File: src/rtl/div_sched.sv
// Programmable clock-enable divider: one-cycle tick every N cycles plus a 2N-cycle square wave,
// with ratio changes and stops deferred to a period boundary so no runt periods are produced.
module div_sched #(
   parameter int unsigned CNT_W = 8
) (
   input  logic             clk,
   input  logic             reset,
   input  logic             cfg_valid,
   output logic             cfg_ready,
   input  logic [CNT_W-1:0] cfg_div,
   input  logic             resync,
   output logic             tick,
   output logic             clk_out,
   output logic             busy,
   output logic [1:0]       state,
   output logic [CNT_W-1:0] cnt
);

   typedef enum logic [1:0] {
      IDLE   = 2'b00,
      RUN    = 2'b01,
      SWITCH = 2'b10
   } state_t;

   state_t           state_r;
   logic [CNT_W-1:0] div_r;
   logic [CNT_W-1:0] pend;
   logic             wrap;
   logic             cfg_fire;

   // div_r is never zero outside IDLE, so the subtraction cannot underflow where it matters
   assign wrap      = (cnt == (div_r - CNT_W'(1)));
   assign cfg_ready = (state_r != SWITCH);
   assign cfg_fire  = cfg_valid & cfg_ready;
   assign busy      = (state_r != IDLE);
   assign state     = state_r;

   always_ff @(posedge clk) begin
      if (reset) begin
         state_r <= IDLE;
         cnt     <= '0;
         div_r   <= '0;
         pend    <= '0;
         tick    <= 1'b0;
         clk_out <= 1'b0;
      end else begin
         case (state_r)
            IDLE: begin
               tick    <= 1'b0;
               clk_out <= 1'b0;
               cnt     <= '0;
               if (cfg_fire && (cfg_div != '0)) begin
                  div_r   <= cfg_div;
                  state_r <= RUN;
               end
            end

            RUN: begin
               if (resync) begin
                  cnt     <= '0;
                  tick    <= 1'b0;
                  clk_out <= 1'b0;
               end else if (wrap) begin
                  cnt     <= '0;
                  tick    <= 1'b1;
                  clk_out <= ~clk_out;
               end else begin
                  cnt  <= cnt + CNT_W'(1);
                  tick <= 1'b0;
               end
               // New ratio is held until the next period boundary
               if (cfg_fire) begin
                  pend    <= cfg_div;
                  state_r <= SWITCH;
               end
            end

            SWITCH: begin
               if (resync) begin
                  cnt     <= '0;
                  tick    <= 1'b0;
                  clk_out <= 1'b0;
                  if (pend != '0) begin
                     div_r   <= pend;
                     state_r <= RUN;
                  end else begin
                     state_r <= IDLE;
                  end
               end else if (wrap) begin
                  cnt  <= '0;
                  tick <= 1'b1;
                  if (pend != '0) begin
                     clk_out <= ~clk_out;
                     div_r   <= pend;
                     state_r <= RUN;
                  end else begin
                     clk_out <= 1'b0;
                     state_r <= IDLE;
                  end
               end else begin
                  cnt  <= cnt + CNT_W'(1);
                  tick <= 1'b0;
               end
            end

            default: begin
               state_r <= IDLE;
               cnt     <= '0;
               tick    <= 1'b0;
               clk_out <= 1'b0;
            end
         endcase
      end
   end

endmodule
File: config.mk
export PLATFORM = sky130hd
export DESIGN_NAME = div_sched
export DESIGN_NICKNAME = d
export VERILOG_FILES = /design/src/rtl/div_sched.sv
export SDC_FILE = /design/constraint.sdc
export NUM_CORES = 1
export LEC_CHECK = 0
export ABC_AREA = 1
export BUFFER_PORTS_ARGS = -buffer_cell sky130_fd_sc_hd__buf_2
export CORE_UTILIZATION = 45
export CTS_BUF_LIST = sky130_fd_sc_hd__clkbuf_16
export DETAILED_ROUTE_END_ITERATION = 10
export GPL_TIMING_DRIVEN = 0
export HOLD_SLACK_MARGIN = 0.15
export PLACE_DENSITY = 0.62
export SETUP_SLACK_MARGIN = 0.02
export SLEW_MARGIN = 20
export SYNTH_ARGS = -nofsm -noshare
export SYNTH_HDL_FRONTEND = slang
export SYNTH_SLANG_ARGS = --single-unit
File: constraint.sdc
create_clock -name clk -period 3.5 [get_ports clk]
set_input_delay 0.525 -clock clk [delete_from_list [all_inputs] [get_ports clk]]
set_output_delay 0.525 -clock clk [all_outputs]
set_load 0.005 [all_outputs]
# After elaboration in Yosys (flattened, before gate mapping)
# Index checks and enable logic that the tools add are counted.
# Widths: inputs -> output; s select.
word_totals:
  ff_bits: 28
  input_bits: 12
  output_inout_bits: 14
  word_cells: 50
classes:
  n_addsub: 2
  eq_ne: 8
  muxes: 18
  bitwise_logic: 3
  n_reduce_logical: 13
op_table:
  columns: ["op", "count"]
  rows:
  - ["$mux 8", 4]
  - ["$pmux 8 s2", 1]
  - ["$reduce_bool 8->1", 2]
  - ["$add 8x1->8 const B", 1]
  - ["$eq 8x8->1", 1]
  - ["$mux 2", 4]
  - ["$sub 8x1->8 const B", 1]
  - ["$mux 1", 7]
  - ["$ne 2x2->1 const B", 3]
  - ["$ne 3x3->1 const B", 2]
  - ["$pmux 2 s3", 1]
  - ["$reduce_and 3->1", 2]
  - ["$reduce_and 2->1", 2]
  - ["$reduce_bool 2->1", 2]
  - ["$reduce_or 4->1", 1]
  - ["$reduce_or 3->1", 1]
  - ["$eq 2x1->1 const B", 1]
  - ["$eq 2x2->1 const B", 1]
  - ["$logic_not 2->1", 1]
  - ["$not 1->1", 2]
  - ["$pmux 1 s2", 1]
  - ["$reduce_or 2->1", 1]
  - ["$and 1x1->1", 1]
  - ["$logic_and 1x1->1", 1]

# Logic depth before layout (Yosys ltp)
# Gate-level depths: netlist of the first run.
logic_depth:
  word_depth: 5
  mapped_depth: 16

# Worst setup path after synthesis of the first run
# Ideal clock, no wire load.
synth_path:
  path_type: "register to register"
  from: "register div_r[0]"
  to: "register div_r[2]"
  setup_ps: 113
  t_arrival_ps: 1716
  setup_slack_ps: 1672
  stages_incl_launch_ff: 16
  path_buffers: 1
  period_less_slack_ps: 1828
  cell_sequence: "dfxtp_1 > inv_2 > ha_1 > nand2_1 > inv_1 > nor2_1 > nand2_1 > nor2_1 > nand3_1 > nor2_2 > nand2_2 > nand3_4 > nand3_4 > buf_6 > nor2_1 > nor2_1"
synth_via:
  elab_chain_cells: 4
synth_rtl:
  columns: ["element", "line", "rtl"]
  rows:
  - ["start, declared", "26", "logic [CNT_W-1:0] div_r;"]
  - ["start signal, assigned", "53", "div_r <= cfg_div;"]
  - ["start signal, assigned", "84", "div_r <= pend;"]
  - ["start signal, assigned", "94", "div_r <= pend;"]
  - ["$sub 8x1->8", "32", "assign wrap = (cnt == (div_r - CNT_W'(1)));"]
  - ["$eq 8x8->1", "32", null]
  - ["$ne 3x3->1 (no line)", null, null]
  - ["$reduce_and 3->1 (no line)", null, null]
# Every way passes these cells.
# A chain may end at the register's enable or synchronous reset.

# Final worst setup path of the first run
layout_path:
  from: "register div_r[0]"
  to: "register div_r[5]"
# The elaborated chain is that of the path after synthesis.

==> results by group, run 1 <==
Detailed routing
  • Overall routed net length: between 3 and 4 mm
  • Antenna-violating nets left: 0
  • DRC: 0
  • Drt pass-1 iters: 4
  • Initial DRC count: 34
  • WL/cell: ~11 microns
  • DR vias: around 1500
  • Vias/cell: 4.67

Yosys
  • Netlist Area Pre-Place: approximately 1600 sq um
  • Synth Register Bits: 28
  • Cells after Synth: about 250
  • Post-Syn Nets: between 200 and 300
  • Area fraction of the dominant cell type after synthesis: about a third
  • Syn Area/Cell: ~6.5 sq um
  • Sequential share of the synthesized area: about a third
  • Synth top area cells: dfxtp_1 34%, nand2_1 16%, nor2_1 9.4%
  • Yosys cell types: 27
  • Largest area contributor in the netlist: dfxtp_1
  • Warnings from Yosys: 0

STA
  • Slew Limit Fails: 0
  • RSZ-0062 raised after global routing: no
  • Final Critical Period: 2.09 ns
  • Fin. Hold Viols: 0
  • Slew headroom: 65.2%
  • Clk_skew: a little under 0.004 ns
  • Worst Tran Pin Value: around 0.52 ns
  • Final period util: between 50 and 60%
  • Setup violators final: 0
  • Setup TNS: 0 ns
  • Fin worst setup slack: around 1.4 ns
  • Fmax achieved: 478 MHz

Worst setup path
  • Crit path from: div_r[0]$_SDFFE_PP0P_
  • Worst r2r src: div_r[0]$_SDFFE_PP0P_
  • Crit path kind: reg -> reg
  • CP startpoint kind: flip-flop
  • Critical Path AT: ~2.3 ns
  • CP max FO: 10
  • Critical path data required time: 3.66 ns
  • Crit path capture type: flip-flop

Run status
  • Status: finished clean

Clock network
  • Cts hold-fix bufs: 0
  • CTS tree: done
  • Clock-pin slew of the registers on the worst-case setup and hold paths: around 0.07 ns
  • H-tree depth: 1
  • Num CTS Buffers: 3
  • Clk sinks: 28
  • Latest clock arrival within the worst-skew pair: around 0.26 ns
  • # resized after CTS: 0
  • Deepest clock path buffer count: 2
  • # Post-CTS Setup Buffers: 0
  • Clock root cell: clkbuf_16

Global routing
  • Grt total ovfl: 0
  • Global-route usage over all layers: 19.6%
  • Largest net degree at the start of global routing: 16
  • Initial antenna violation count: 0
  • First-pass GRT wire length: ~6.3 mm
  • Number of global-route vias before repair: approximately 1500

Floorplan
  • Die X: ~62 microns
  • Top Ports: 26
  • Core area: 3420 sq um
  • Area of the die: around 4000 sq um
  • Initial Utilization: 48.2%
  • Die Y: 62.5 microns
  • Rows: 21

Flow run
  • Max cap viols: 0

Power and ir drop
  • VDD IR max: approximately 0.29 mV
  • PwrDens: between 600 and 700 nW/um^2
  • Pleak: 0.947 nW

Finish
  • Ant diodes: 0
  • Commonest non-fill, non-tap cell in the layout: nand2_1
  • Fillers: ~390
  • Layout area overhead: 15.9%
  • Multi-input gate area: just over 900 sq um
  • Layout cells sized above 1: approximately 14%
  • Register Area: between 500 and 600 sq um
  • Most frequent cells in the layout: 68 x nand2_1, 41 x nor2_1, 32 x inv_1
  • Layout Nets: 302

Placement
  • Worst slack at placement: roughly 1.4 ns
  • Hpwl dp: about 2.8 mm
  • Port Buffer Count: 25
  • GP Congestion: between 0.8 and 0.9

Hold path
  • Hold crit path type: in -> reg
  • Start point of the worst min-delay path: reset
-- state kept, by name, summed over array words and instances (netlist names) --
register / cells
pend: 8
clk_out: 1
tick: 1
cnt: 8
state: 2
div_r: 8
-- per-layer routing --
layer  wire, microns  GRT usage, %  part of all wire [%]
met1            1740          23.7                    49
met2            1680          36.0                    47
met3              95          2.37                   2.7
met4              28          5.23                  0.79
met5               0             0                     0
-- kinds of logic after synthesis --
| kind of cell | count (synthesis) | synth area share (%) |
|---|---|---|
| simple gates | 141 | 37.6 |
| buf+inv | 40 | 9.81 |
| compound gates | 31 | 9.73 |
| flops | 28 | 34.1 |
| xor+xnor | 8 | 4.26 |
| fa+ha+maj | 6 | 4.56 |
-- final timing paths --
path              slack, ns  cells after the start               endpoint
hold reg to reg        0.48                      2   pend[0]$_SDFFE_PP0P_
setup reg to reg       1.41                     15  div_r[5]$_SDFFE_PP0P_
setup / recovery       1.41                     15  div_r[5]$_SDFFE_PP0P_
hold / removal         0.44                      2  state[0]$_SDFFE_PP0P_
-- power breakdown --
part           internal (mW)  leakage, nW  total [mW]  switching [mW]
Combinational          0.181        0.680       0.466           0.285
Sequential             0.371        0.229       0.425          0.0536
Clock                  0.153       0.0385       0.263           0.109
-- synthesized netlist by cell type --
cell and count:
ha_1 6, xnor2_1 2, nor2_1 41, nor3b_1 1, nand2_2 1, nor2_4 1, buf_6 1, nor4_1 2
clkbuf_1 2, a21oi_1 11, clkinv_1 1, nand2_1 68, xor2_1 6, nand3_2 1, nand3_4 2, nor2_2 3
inv_1 32, clkbuf_2 1, o21bai_1 1, nor3_1 2, o21ai_0 18, nand3_1 17, nand4_1 2, buf_2 2
a22oi_1 1, inv_2 1, dfxtp_1 28
-- critical path, stage by stage (launching register included) --
cell and delay (ns):
dfxtp_1 0.38, inv_2 0.09, ha_1 0.31, nand2_1 0.06, inv_1 0.03, nor2_1 0.07
nand2_1 0.06, nor2_1 0.09, nand3_1 0.12, nor2_2 0.15, nand2_2 0.10, nand3_4 0.11
nand3_4 0.11, buf_6 0.17, nor2_1 0.09, nor2_1 0.05
-- metrics by stage --
stage / instances / power (mW) / hold slack [ns] / cell area [sq um] / util (%)
CTS: 329 / 1.16 / 0.439 / 1910 / 55.8
finish: 329 / 1.15 / 0.438 / 1910 / 55.8
detailed placement: 325 / 0.897 / 0.462 / 1830 / 53.5
global route: 329 / 1.26 / 0.441 / 1910 / 55.8
floorplan: 254 / 0.793 / 0.440 / 1650 / -
global placement: 325 / 0.892 / 0.461 / 1830 / 53.5
-- final cells by class --
type / count / area share (%)
buffer: 6 / 1.77
clock buffer: 3 / 3.94
clock inverter: 1 / 0.197
inverter: 34 / 6.69
multi-input combinational: 186 / 48.4
sequential: 28 / 29.4
tap: 46 / 3.02
timing repair buffer: 25 / 6.56
No activity file was read; power rests on OpenSTA's default activity.
==> run 2, diff against run 1 <==
--- a/config.mk
+++ b/config.mk
@@ -5,14 +5,14 @@
 export SDC_FILE = /design/constraint.sdc
 export NUM_CORES = 1
 export LEC_CHECK = 0
-export ABC_AREA = 1
+export ABC_AREA = 0
 export BUFFER_PORTS_ARGS = -buffer_cell sky130_fd_sc_hd__buf_2
 export CORE_UTILIZATION = 45
 export CTS_BUF_LIST = sky130_fd_sc_hd__clkbuf_16
 export DETAILED_ROUTE_END_ITERATION = 10
 export GPL_TIMING_DRIVEN = 0
 export HOLD_SLACK_MARGIN = 0.15
-export PLACE_DENSITY = 0.62
+export PLACE_DENSITY = 0.64
 export SETUP_SLACK_MARGIN = 0.02
 export SLEW_MARGIN = 20
 export SYNTH_ARGS = -nofsm -noshare
==> constraint.sdc (replaced) <==
create_clock -name clk -period 1.74 [get_ports clk]
set_input_delay 0.261 -clock clk [delete_from_list [all_inputs] [get_ports clk]]
set_output_delay 0.261 -clock clk [all_outputs]
set_load 0.005 [all_outputs]
==> run 2 against run 1 <==
  * The run now ends with negative setup slack left
  * Synthesized cell count fell by 25%
  * Worst setup slack lost 2.2 ns
  * Sequential power grew 120%
  * Sequential cell count unchanged
  * Critical path type unchanged
==> results by group, run 2 <==
Run status
  • Status: complete, but fails checks
  • Failing checks: negative setup slack

Placement
  • Hpwl dp: roughly 2.7 mm
  • Port Buffer Count: 24
  • Inst Count DP: 260
  • GP Congestion: approximately 0.76

Yosys
  • Top cell types by occurrence after synthesis: 28 x dfxtp_1, 26 x nand2_1, 16 x nor2_1, 12 x nand3_1
  • Sequential share of the synthesized area: approximately 34%
  • Synth async-reset ratio: 0%
  • Post-synthesis mux area share: under 10%
  • Fraction of the mapped netlist area in adder cells: 4.62%
  • Area fraction of the dominant cell type after synthesis: between 30% and 40%
  • Synth top area cells: dfxtp_1 34%, nand2_1 6.0%, mux2_2 4.8%
  • Compound-cell area share of the yosys netlist: 15.2%
  • Main synth FF type: dfxtp_1
  • Main combinational cell family by area after synthesis: simple AND/OR/NAND/NOR gates
  • EDFF count, synth: 0
  • Synth Register Bits: 28
  • Largest area contributor in the netlist: dfxtp_1
  • Netlist Area Pre-Place: approximately 1600 sq um
  • Cells after Synth: between 150 and 200
  • Yosys cell types: 42
  • Post-Syn Nets: 208
  • Post-Synth XOR/XNOR Area: around 7.5%
  • Simple-gate share of the synthesized area: ~25%
  • Cell with the most instances after synthesis: dfxtp_1
  • Warnings from Yosys: 0
  • Syn Area/Cell: roughly 8.6 sq um

STA
  • Slew Limit Fails: 0
  • Fmax achieved: approximately 390 MHz
  • Fin. Hold Viols: 0
  • Clk_skew: ~0.0057 ns
  • Slew headroom: approximately 64%
  • Min Hold Slack: approximately 0.27 ns
  • RSZ-0062 raised after global routing: yes
  • Setup violators final: 20
  • Worst Tran Pin Value: 0.540 ns
  • Fin worst setup slack: -0.838 ns
  • Final Critical Period: ~2.6 ns
  • Final period util: 148%

Detailed routing
  • Vias/cell: around 5.5
  • Drt pass-1 iters: 4
  • Antenna-violating nets left: 0
  • WL/cell: around 14 microns
  • DRC: 0
  • Overall routed net length: ~4.0 mm
  • Initial DRC count: between 70 and 80
  • DR vias: about 1500

Finish
  • Multi-input gate area: 1090 sq um
  • Most frequent cells in the layout: 25 x nand2_1, 25 x dfxtp_1, 24 x buf_2
  • Layout area overhead: 30.9%
  • Fillers: around 300
  • Register Area: approximately 570 sq um
  • Layout Nets: 254
  • Fin util: a little over three fifths
  • Largest registers: cnt: 8 flops, div_r: 8 flops, pend: 8 flops
  • Non-Filler Instances: around 280
  • Ant diodes: 0
  • Layout cells sized above 1: a little over a third

Power and ir drop
  • NetSw: about 1.3 mW
  • Sw Ratio: 40.0%
  • Pleak: 0.831 nW
  • Pint: 1.98 mW
  • PwrDens: 1550 nW/um^2
  • Share of power burned in registers: approximately 28%
  • VDD IR max: a little under 0.8 mV
  • Clock power frac: 16.2%
  • Gate power share: 55.6%

Worst setup path
  • R2R Setup Slk: -0.84 ns
  • Critical path data required time: approximately 1.9 ns
  • Crit path capture type: flip-flop
  • Crit path kind: reg -> reg
  • Reg2Reg Depth: 9
  • CP startpoint kind: flip-flop
  • CP max FO: 6
  • FF-to-FF End: state[0]$_SDFFE_PP0P_
  • Critical Path AT: roughly 2.7 ns
  • Crit path from: div_r[1]$_SDFFE_PP0P_
  • Critical Path End: state[0]$_SDFFE_PP0P_
  • Worst r2r src: div_r[1]$_SDFFE_PP0P_

Clock network
  • CTS tree: done
  • Clk sinks: 28
  • Deepest clock path buffer count: 2
  • Num CTS Buffers: 3
  • Clock-pin slew of the registers on the worst-case setup and hold paths: 0.07 ns
  • Latest clock arrival within the worst-skew pair: ~0.26 ns
  • Clock root cell: clkbuf_16
  • H-tree depth: 1

Floorplan
  • Die X: about 62 microns
  • Rows: 21
  • Die Y: 62.1 microns
  • Initial Utilization: around 48%
  • Area of the die: roughly 3900 sq um
  • Top Ports: 26
  • Core area: roughly 3400 sq um

Global routing
  • Number of global-route vias before repair: ~1300
  • Grt total ovfl: 0
  • Largest net degree at the start of global routing: 16
  • First-pass GRT wire length: 6.28 mm
  • Initial antenna violation count: 0
  • Global-route usage over all layers: about 20%

Hold path
  • Hold crit path type: in -> reg
  • Worst hold stages: 3

Flow run
  • Max cap viols: 0
run 2: cell count changes after synthesis, moves of 6 or more:
cell / previous run / this run
nand2_1: 68 / 26
xnor2_1: 2 / 9
mux2_2: 0 / 7
nor2_1: 41 / 16
clkbuf_1: 2 / 8
o21ai_0: 18 / 4
inv_1: 32 / 10
or4_1: 0 / 6
run 2: how the worst min path moves through the flow:
stage / start / endpoint / slack, ns
6_report: cfg_div[7] / pend[7]$_SDFFE_PP0P_ / 0.27
5_1_grt: cfg_div[4] / pend[4]$_SDFFE_PP0P_ / 0.29
4_1_cts: cfg_div[7] / pend[7]$_SDFFE_PP0P_ / 0.27
3_5_place_dp: pend[3]$_SDFFE_PP0P_ / pend[3]$_SDFFE_PP0P_ / 0.46
3_3_place_gp: pend[3]$_SDFFE_PP0P_ / pend[3]$_SDFFE_PP0P_ / 0.46
2_1_floorplan: cfg_div[7] / pend[7]$_SDFFE_PP0P_ / 0.41
run 2: power by group through the flow:
| stage | combinational (mW) | clock, mW | sequential (mW) |
|---|---|---|---|
| 6_report | 1.83 | 0.534 | 0.932 |
| 5_1_grt | 1.99 | 0.566 | 0.949 |
| 4_1_cts | 1.61 | 0.539 | 0.914 |
| 3_5_place_dp | 1.37 | 0 | 0.933 |
| 3_3_place_gp | 1.32 | 0 | 0.925 |
| 2_1_floorplan | 1.09 | 0 | 0.897 |
run 2: layout make-up:
class	count	area share, %
buffer	8	1.76
sequential	28	26.6
clock buffer	3	3.53
timing repair buffer	41	11.8
inverter	10	2.00
tap	46	2.70
clock inverter	1	0.176
multi-input combinational	144	51.4
run 2: cell families after synthesis:
logic type / count (synthesis)
AND/OR/NAND/NOR: 79
AO/OA/AOI/OAI: 32
flip-flops: 28
buffers and inverters: 18
XOR/XNOR: 14
multiplexers: 13
adder cells (fa/ha/maj): 6
run 2: per-stage QoR:
stage	TNS, ns	power, mW	worst slack [ns]	instance area (sq um)
global placement	-16.20	2.25	-1.07	1820
global route	-16.36	3.51	-0.938	2130
detailed placement	-17.24	2.30	-1.08	1820
finish	-14.29	3.30	-0.838	2130
CTS	-15.13	3.07	-0.906	2020
floorplan	-12.96	1.99	-0.919	1650
run 2: per-layer routing:
metal	vias to the layer above	GRT usage [%]	share of wire [%]
li1	766	-	-
met1	741	28.9	48
met2	24	32.0	48
met3	4	2.94	3.1
met4	0	5.23	0.73
met5	-	0	0
run 2: worst max-delay path: stages (launching register included):
cell,delay (ns)
dfxtp_2,0.33
inv_2,0.08
ha_4,0.13
or3b_4,0.37
or4_4,0.44
a2111oi_4,0.38
a211oi_4,0.15
buf_4,0.17
o311ai_2,0.28
o41ai_2,0.11
run 2: timing repair:
item / CTS / global route
setup endpoints to repair: 29 / 29
gates resized for setup: 10 / 18
hold buffers: 0 / 0
setup buffers: 12 / 5
pin swaps: 7 / 4
endpoints found under the hold margin: 0 / 0
